`config.mk`:
```
export PLATFORM = sky130hd
export DESIGN_NAME = dram_cmd_sequencer
export DESIGN_NICKNAME = d
export VERILOG_FILES = /design/src/rtl/dram_cmd_sequencer.sv
export SDC_FILE = /design/constraint.sdc
export NUM_CORES = 1
export LEC_CHECK = 0
export CAP_MARGIN = 20
export CORE_AREA = 2 2 111 86
export DETAILED_ROUTE_END_ITERATION = 7
export DIE_AREA = 0 0 113 88
export GPL_ROUTABILITY_DRIVEN = 0
export HOLD_SLACK_MARGIN = 0.06
export PLACE_DENSITY = 0.87
export SETUP_SLACK_MARGIN = 0.5
export SLEW_MARGIN = 20
export SYNTH_ARGS = -nofsm -noshare
export SYNTH_HDL_FRONTEND = slang
export SYNTH_SLANG_ARGS = --single-unit
```
`constraint.sdc`:
```
create_clock -name CLK -period 2.16 [get_ports CLK]
set_input_delay 0.432 -clock CLK [delete_from_list [all_inputs] [get_ports CLK]]
set_output_delay 0.432 -clock CLK [all_outputs]
set_load 0.01 [all_outputs]
```
`src/rtl/dram_cmd_sequencer.sv`:
```
// rtl/dram_cmd_sequencer.sv - DDR4 closed-page command sequencer: ACT, RD/WR, PRE per request plus periodic REF
module dram_cmd_sequencer #(
  parameter int T_RCD   = 10,
  parameter int T_RL    = 11,
  parameter int T_WL    = 11,
  parameter int T_BURST = 10,
  parameter int T_RAS   = 10,
  parameter int T_RP    = 10,
  parameter int T_RFC   = 10,
  parameter int T_REFI  = 10
) (
  input  logic        CLK,
  input  logic        nRST,
  input  logic        init_done,
  input  logic        req_valid,
  output logic        req_ready,
  input  logic        req_write,
  input  logic [1:0]  req_bg,
  input  logic [1:0]  req_ba,
  input  logic [14:0] req_row,
  input  logic [9:0]  req_col,
  output logic [4:0]  cmd_o,
  output logic [1:0]  bg_o,
  output logic [1:0]  ba_o,
  output logic [14:0] addr_o,
  output logic [4:0]  state_o,
  output logic        rd_data_valid,
  output logic        wr_data_en,
  output logic        done
);

  localparam logic [4:0] S_IDLE        = 5'd0;
  localparam logic [4:0] S_ACTIVATE    = 5'd1;
  localparam logic [4:0] S_ACTIVATING  = 5'd2;
  localparam logic [4:0] S_READ        = 5'd3;
  localparam logic [4:0] S_WRITE       = 5'd4;
  localparam logic [4:0] S_READING     = 5'd5;
  localparam logic [4:0] S_WRITING     = 5'd6;
  localparam logic [4:0] S_PRECHARGE   = 5'd7;
  localparam logic [4:0] S_PRECHARGING = 5'd8;
  localparam logic [4:0] S_REFRESH     = 5'd9;
  localparam logic [4:0] S_REFRESHING  = 5'd10;

  localparam logic [4:0] DESEL_CMD     = 5'b11000;
  localparam logic [4:0] READ_CMD      = 5'b01101;
  localparam logic [4:0] WRITE_CMD     = 5'b01100;
  localparam logic [4:0] PRECHARGE_CMD = 5'b01010;
  localparam logic [4:0] REFRESH_CMD   = 5'b01001;

  localparam int CW     = 16;
  localparam int DQ_MAX = ((T_RL > T_WL) ? T_RL : T_WL) + T_BURST;

  // Wait loads are "cycles in the waiting state minus one", so the next command lands exactly on its deadline.
  localparam logic [CW-1:0] C_ONE      = CW'(1);
  localparam logic [CW-1:0] C_RCD_W    = CW'(T_RCD - 2);
  localparam logic [CW-1:0] C_RD_W     = CW'(T_RL + T_BURST - 2);
  localparam logic [CW-1:0] C_WR_W     = CW'(T_WL + T_BURST - 2);
  localparam logic [CW-1:0] C_RP_W     = CW'(T_RP - 2);
  localparam logic [CW-1:0] C_RFC_W    = CW'(T_RFC - 2);
  localparam logic [CW-1:0] C_RAS      = CW'(T_RAS - 1);
  localparam logic [CW-1:0] C_REFI_MAX = CW'(T_REFI - 1);
  localparam logic [CW-1:0] C_DQ_MAX   = CW'(DQ_MAX);
  localparam logic [CW-1:0] C_RL       = CW'(T_RL);
  localparam logic [CW-1:0] C_RL_END   = CW'(T_RL + T_BURST);
  localparam logic [CW-1:0] C_WL       = CW'(T_WL);
  localparam logic [CW-1:0] C_WL_END   = CW'(T_WL + T_BURST);

  logic [4:0]    r_state;
  logic [4:0]    w_state_nxt;
  logic [CW-1:0] r_cnt;
  logic [CW-1:0] w_cnt_nxt;
  logic [CW-1:0] r_ras_cnt;
  logic [CW-1:0] r_dq_cnt;
  logic [CW-1:0] r_refi_cnt;
  logic          r_ref_pending;
  logic          r_done;
  logic          r_write;
  logic [1:0]    r_bg;
  logic [1:0]    r_ba;
  logic [14:0]   r_row;
  logic [9:0]    r_col;
  logic          w_accept;
  logic          w_refi_wrap;
  logic          w_cnt_zero;

  assign req_ready   = init_done && (r_state == S_IDLE) && !r_ref_pending;
  assign w_accept    = req_valid && req_ready;
  assign w_refi_wrap = init_done && (r_refi_cnt == C_REFI_MAX);
  assign w_cnt_zero  = (r_cnt == '0);

  always_comb begin
    w_state_nxt = r_state;
    w_cnt_nxt   = w_cnt_zero ? '0 : r_cnt - C_ONE;
    case (r_state)
      S_IDLE: begin
        if (r_ref_pending)  w_state_nxt = S_REFRESH;
        else if (w_accept)  w_state_nxt = S_ACTIVATE;
      end
      S_ACTIVATE: begin
        w_state_nxt = S_ACTIVATING;
        w_cnt_nxt   = C_RCD_W;
      end
      S_ACTIVATING: begin
        if (w_cnt_zero) w_state_nxt = r_write ? S_WRITE : S_READ;
      end
      S_READ: begin
        w_state_nxt = S_READING;
        w_cnt_nxt   = C_RD_W;
      end
      S_WRITE: begin
        w_state_nxt = S_WRITING;
        w_cnt_nxt   = C_WR_W;
      end
      S_READING, S_WRITING: begin
        // PRE waits for both the burst to drain and tRAS to expire.
        if (w_cnt_zero && (r_ras_cnt <= C_ONE)) w_state_nxt = S_PRECHARGE;
      end
      S_PRECHARGE: begin
        w_state_nxt = S_PRECHARGING;
        w_cnt_nxt   = C_RP_W;
      end
      S_PRECHARGING: begin
        if (w_cnt_zero) w_state_nxt = S_IDLE;
      end
      S_REFRESH: begin
        w_state_nxt = S_REFRESHING;
        w_cnt_nxt   = C_RFC_W;
      end
      S_REFRESHING: begin
        if (w_cnt_zero) w_state_nxt = S_IDLE;
      end
      default: w_state_nxt = S_IDLE;
    endcase
  end

  always_ff @(posedge CLK or negedge nRST) begin
    if (!nRST) begin
      r_state       <= S_IDLE;
      r_cnt         <= '0;
      r_ras_cnt     <= '0;
      r_dq_cnt      <= '0;
      r_refi_cnt    <= '0;
      r_ref_pending <= 1'b0;
      r_done        <= 1'b0;
      r_write       <= 1'b0;
      r_bg          <= '0;
      r_ba          <= '0;
      r_row         <= '0;
      r_col         <= '0;
    end else begin
      r_state <= w_state_nxt;
      r_cnt   <= w_cnt_nxt;
      r_done  <= (r_state == S_PRECHARGING) && w_cnt_zero;

      if (r_state == S_ACTIVATE)  r_ras_cnt <= C_RAS;
      else if (r_ras_cnt != '0)   r_ras_cnt <= r_ras_cnt - C_ONE;

      // r_dq_cnt counts cycles since the column command; the data windows are decoded from it.
      if ((r_state == S_READ) || (r_state == S_WRITE))   r_dq_cnt <= C_ONE;
      else if ((r_dq_cnt != '0) && (r_dq_cnt < C_DQ_MAX)) r_dq_cnt <= r_dq_cnt + C_ONE;
      else                                                r_dq_cnt <= '0;

      if (!init_done || w_refi_wrap) r_refi_cnt <= '0;
      else                           r_refi_cnt <= r_refi_cnt + C_ONE;

      if (w_refi_wrap)                                  r_ref_pending <= 1'b1;
      else if ((r_state == S_IDLE) && r_ref_pending)   r_ref_pending <= 1'b0;

      if (w_accept) begin
        r_write <= req_write;
        r_bg    <= req_bg;
        r_ba    <= req_ba;
        r_row   <= req_row;
        r_col   <= req_col;
      end
    end
  end

  always_comb begin
    cmd_o  = DESEL_CMD;
    bg_o   = '0;
    ba_o   = '0;
    addr_o = '0;
    case (r_state)
      S_ACTIVATE: begin
        cmd_o  = {4'b0000, r_row[14]};
        bg_o   = r_bg;
        ba_o   = r_ba;
        addr_o = r_row;
      end
      S_READ, S_WRITE: begin
        cmd_o  = (r_state == S_WRITE) ? WRITE_CMD : READ_CMD;
        bg_o   = r_bg;
        ba_o   = r_ba;
        addr_o = {5'b00000, r_col};
      end
      S_PRECHARGE: begin
        cmd_o = PRECHARGE_CMD;
        bg_o  = r_bg;
        ba_o  = r_ba;
      end
      S_REFRESH: cmd_o = REFRESH_CMD;
      default: ;
    endcase
  end

  assign state_o       = r_state;
  assign done          = r_done;
  assign rd_data_valid = !r_write && (r_dq_cnt >= C_RL) && (r_dq_cnt < C_RL_END);
  assign wr_data_en    = r_write && (r_dq_cnt >= C_WL) && (r_dq_cnt < C_WL_END);

endmodule

```
==> results by group <==
Routing
  – Number of search-and-repair iterations in the first detailed-routing pass: 6
  – Via-to-Cell Ratio: between 6 and 7
  – DR vias: between 4k and 5k
  – Initial detailed-routing violation count: around 520
  – Final Routed Wirelength: about 20000 um
  – Final antenna-violating net count: 0
  – Average wire per standard cell: around 27 um
  – Residual DRC count: 0

Worst setup path
  – Crit path top cell by count: buf_4
  – Kind of launch point of the worst setup path: flip-flop
  – Family of cells with the greatest summed delay on the critical path: buffers and inverters
  – Worst EP required: between 1.5 and 2 ns
  – Peak per-stage delay on the critical path: ~0.47 ns
  – Critical path class: flip-flop to output pin
  – Critical path capture point type: output pin
  – Crit path buf inv count: 4
  – Ordered list of cells on the worst path: buf_12 -> nor2b_4 -> nand2_2 -> buf_4 -> a21oi_2 -> buf_4 -> and2_4 -> buf_6
  – Critical path data arrival time: 2.08 ns
  – Maximum net fanout on the critical path: 5
  – Cell type of the slowest stage on the worst timing path: dfrtp_2

Timing
  – Final critical path time including I/O delays and setup: 2.51 ns
  – Pins over their slew limit: 0
  – Slew at the pin closest to its max-slew limit: 0.634 ns
  – Final worst slack: -0.348 ns
  – Slew headroom: 0.571
  – Final critical-path share of the clock period: 1.16
  – Endpoints failing setup: 32
  – Unrepaired setup endpoints after global routing: true
  – Maximum operating frequency: approximately 400 MHz
  – Clock skew after layout: around 0.023 ns
  – Fin. Hold Viols: 0

Hold path
  – Kind of path behind the tightest hold check: primary input to asynchronous set/reset pin

Power and ir drop
  – Share of total power in sequential cells: 0.282
  – Pint: ~6.5 mW
  – Power density over cell area: 1420 mW/mm^2
  – Part of the power in combinational logic: 0.567
  – Leakage power of the design: 3.45 nW
  – Switching Fraction: 0.409
  – Worst IR drop on VDD: ~0.84 mV
  – Net switching power: around 4.5 mW
  – Clock network fraction of design power: 0.151

CTS
  – Clock Latency Late Sink: 0.37 ns
  – H-Tree Depth: 3
  – Hold Buf Count CTS: 0
  – Total CTS buffers: 9
  – Register clock-pin slew on the reported worst setup and hold paths: ~0.070 ns
  – Clock root buffer: clkbuf_16
  – Clock net sink count: 100
  – Buffer levels on the longest clock path: 2
  – TritonCTS clock tree: done

GRT
  – Total Routing Usage GR: 0.327
  – Wire length of the first global-routing pass: about 24000 um
  – Vias in the first global route: around 4.7k
  – Aggregate global routing overflow: 0
  – Maximum number of pins on one net before global-route repair: 39
  – Number of antenna violations at the first check in global routing: 2

Yosys
  – Cell type contributing the most total cell area after synthesis: dfrtp_1
  – Flops & latches, synth: 100
  – Synth Instances: ~450
  – Yosys warnings: 0
  – Yosys top cell area share: 0.529
  – Distinct cell type count after synthesis: 50
  – Mean area per synthesized cell: around 11 sq um
  – Cell area after synthesis: 0.00473 sq mm
  – Sequential area share after synthesis: 0.529
  – Top cells by area, synth: dfrtp_1 (53%), mux2_2 (6.7%), nor2_1 (5.5%)
  – Async set-reset flop share out of synthesis: 1.00
  – EDFF count, synth: 0
  – Primary flip-flop cell chosen by synthesis mapping: dfrtp_1

Cells and area
  – Nets: just under 700
  – Ratio of cells with drive above 1 in the final layout: 0.466
  – Most common cell after layout, fill and taps aside: dfrtp_1
  – Fill cell instance count of the final layout: around 320
  – Post-route cell area: ~0.0077 sq mm
  – Post-layout util: 0.875
  – Area growth syn-to-layout: 63.7%
  – Leading cell types in the layout, fill and taps excluded: dfrtp_1 (95), buf_4 (61), buf_6 (58), nor2_1 (48), clkdlybuf4s50_1 (33)

Die
  – Initial standard-cell utilization of the core: 0.534
  – Die Y-Extent: approximately 88 um
  – Placeable core region: about 0.0089 sq mm
  – Die Outline Area: ~0.0099 sq mm
  – Row count: 30
  – Die width: around 110 um
  – Number of ports placed on the die boundary: 67

Job
  – Total of max-cap violations: 0

Placed design
  – Quantity of I/O buffers inserted on ports: between 60 and 70
  – Area of placed instances: approximately 0.006 sq mm
  – Final HPWL DP: 7820 um

Run status
  – Violated checks: setup timing
  – Status: complete, but fails checks
==> synthesized netlist by cell type, types with 3 or more instances <==
cell        n
or2_2       3
buf_4       4
dfrtp_1   100
or3_1       8
mux2_2     28
a21oi_1     8
nor2b_1     5
nand2_1    23
nor4_1      9
nor3_1     13
nand4_1     7
and2_1     11
xor2_1     24
nand3_1    17
o21ai_0    12
o211ai_1    4
o21bai_1    3
xnor2_1    15
clkbuf_1    9
or4_1       5
ha_1        8
inv_1      14
nand2b_1    6
a22o_1     11
nor2_1     69
==> cell type report <==
type | instances | area (sq um) | share of cell area
Inverter | 14 | 55.1 | 0.00711
Clock buffer | 12 | 256 | 0.0331
Sequential cell | 100 | 2510 | 0.324
Clock inverter | 4 | 31.3 | 0.00404
Multi-Input combinational cell | 331 | 2900 | 0.375
Tap cell | 112 | 140 | 0.0181
Timing Repair Buffer | 183 | 1850 | 0.239
Antenna cell | 1 | 2.50 | 0.000323
==> power groups by stage <==
stage | registers (mW) | clock network, mW | logic [mW]
after floorplan | 2.82 | 0 | 2.25
after global placement | 2.92 | 0 | 3.37
after detailed placement | 2.94 | 0 | 3.53
after CTS | 2.91 | 1.59 | 4.73
after global routing | 3.10 | 1.71 | 6.42
final | 3.09 | 1.65 | 6.22
==> registers in the layout (all words and copies together), names as in the netlist <==
register       cells
r_ref_pending      1
r_ras_cnt         16
r_row             15
r_col             10
r_bg               2
r_refi_cnt        16
r_ba               2
r_dq_cnt          16
r_cnt             16
done               1
r_write            1
state_o            4
==> kinds of logic after synthesis <==
family / Yosys count / share of synthesized area
compound gates: 50 / 0.0714
other cells: 1 / 0.000792
xor+xnor: 39 / 0.0722
simple gates: 190 / 0.204
fa+ha+maj: 8 / 0.0212
buf+inv: 29 / 0.0280
mux: 31 / 0.0735
flops: 100 / 0.529
==> final timing paths <==
| path | start | endpoint | slack [ns] | cells after the start |
|---|---|---|---|---|
| min | nRST | r_cnt[1]$_DFF_PN0_ | 0.04 | 1 |
| max reg2reg | state_o[1]$_DFFE_PN0P_ | r_row[10]$_DFFE_PN0P_ | -0.10 | 7 |
| min in group CLK | r_row[13]$_DFFE_PN0P_ | r_row[13]$_DFFE_PN0P_ | 0.53 | 1 |
| max in group asynchronous | nRST | r_ras_cnt[14]$_DFFE_PN0P_ | 1.46 | 2 |
| min reg2reg | r_row[13]$_DFFE_PN0P_ | r_row[13]$_DFFE_PN0P_ | 0.53 | 1 |
| max | state_o[1]$_DFFE_PN0P_ | bg_o[0] | -0.35 | 8 |
==> timing repair <==
item,4_1_cts,5_1_grt
buffers inserted,41,36
gates resized for setup,229,97
endpoints found under the setup margin,104,109
cloned,5,2
pin swaps,46,36
==> layer usage <==
layer / up-vias / global-route usage / share of wire
li1: 1935 / - / -
met1: 2431 / 0.367 / 0.36
met2: 398 / 0.556 / 0.47
met3: 158 / 0.0913 / 0.089
met4: 2 / 0.213 / 0.078
met5: - / 0 / 0.00045
==> metrics by stage <==
step           setup slack (ns)  TNS [ns]  std cells  hold slack (ns)  power (mW)
5_1_grt                  -0.351     -6.20        757           0.0942        11.2
4_1_cts                  -0.109    -0.950        718           0.0607        9.24
3_5_place_dp             -0.113     -1.13        656            0.436        6.47
3_3_place_gp            0.00541         0        656            0.428        6.29
2_1_floorplan             0.283         0        459            0.136        5.07
6_report                 -0.348     -6.09        757           0.0422        11.0
No activity file was read; power rests on OpenSTA's default activity.
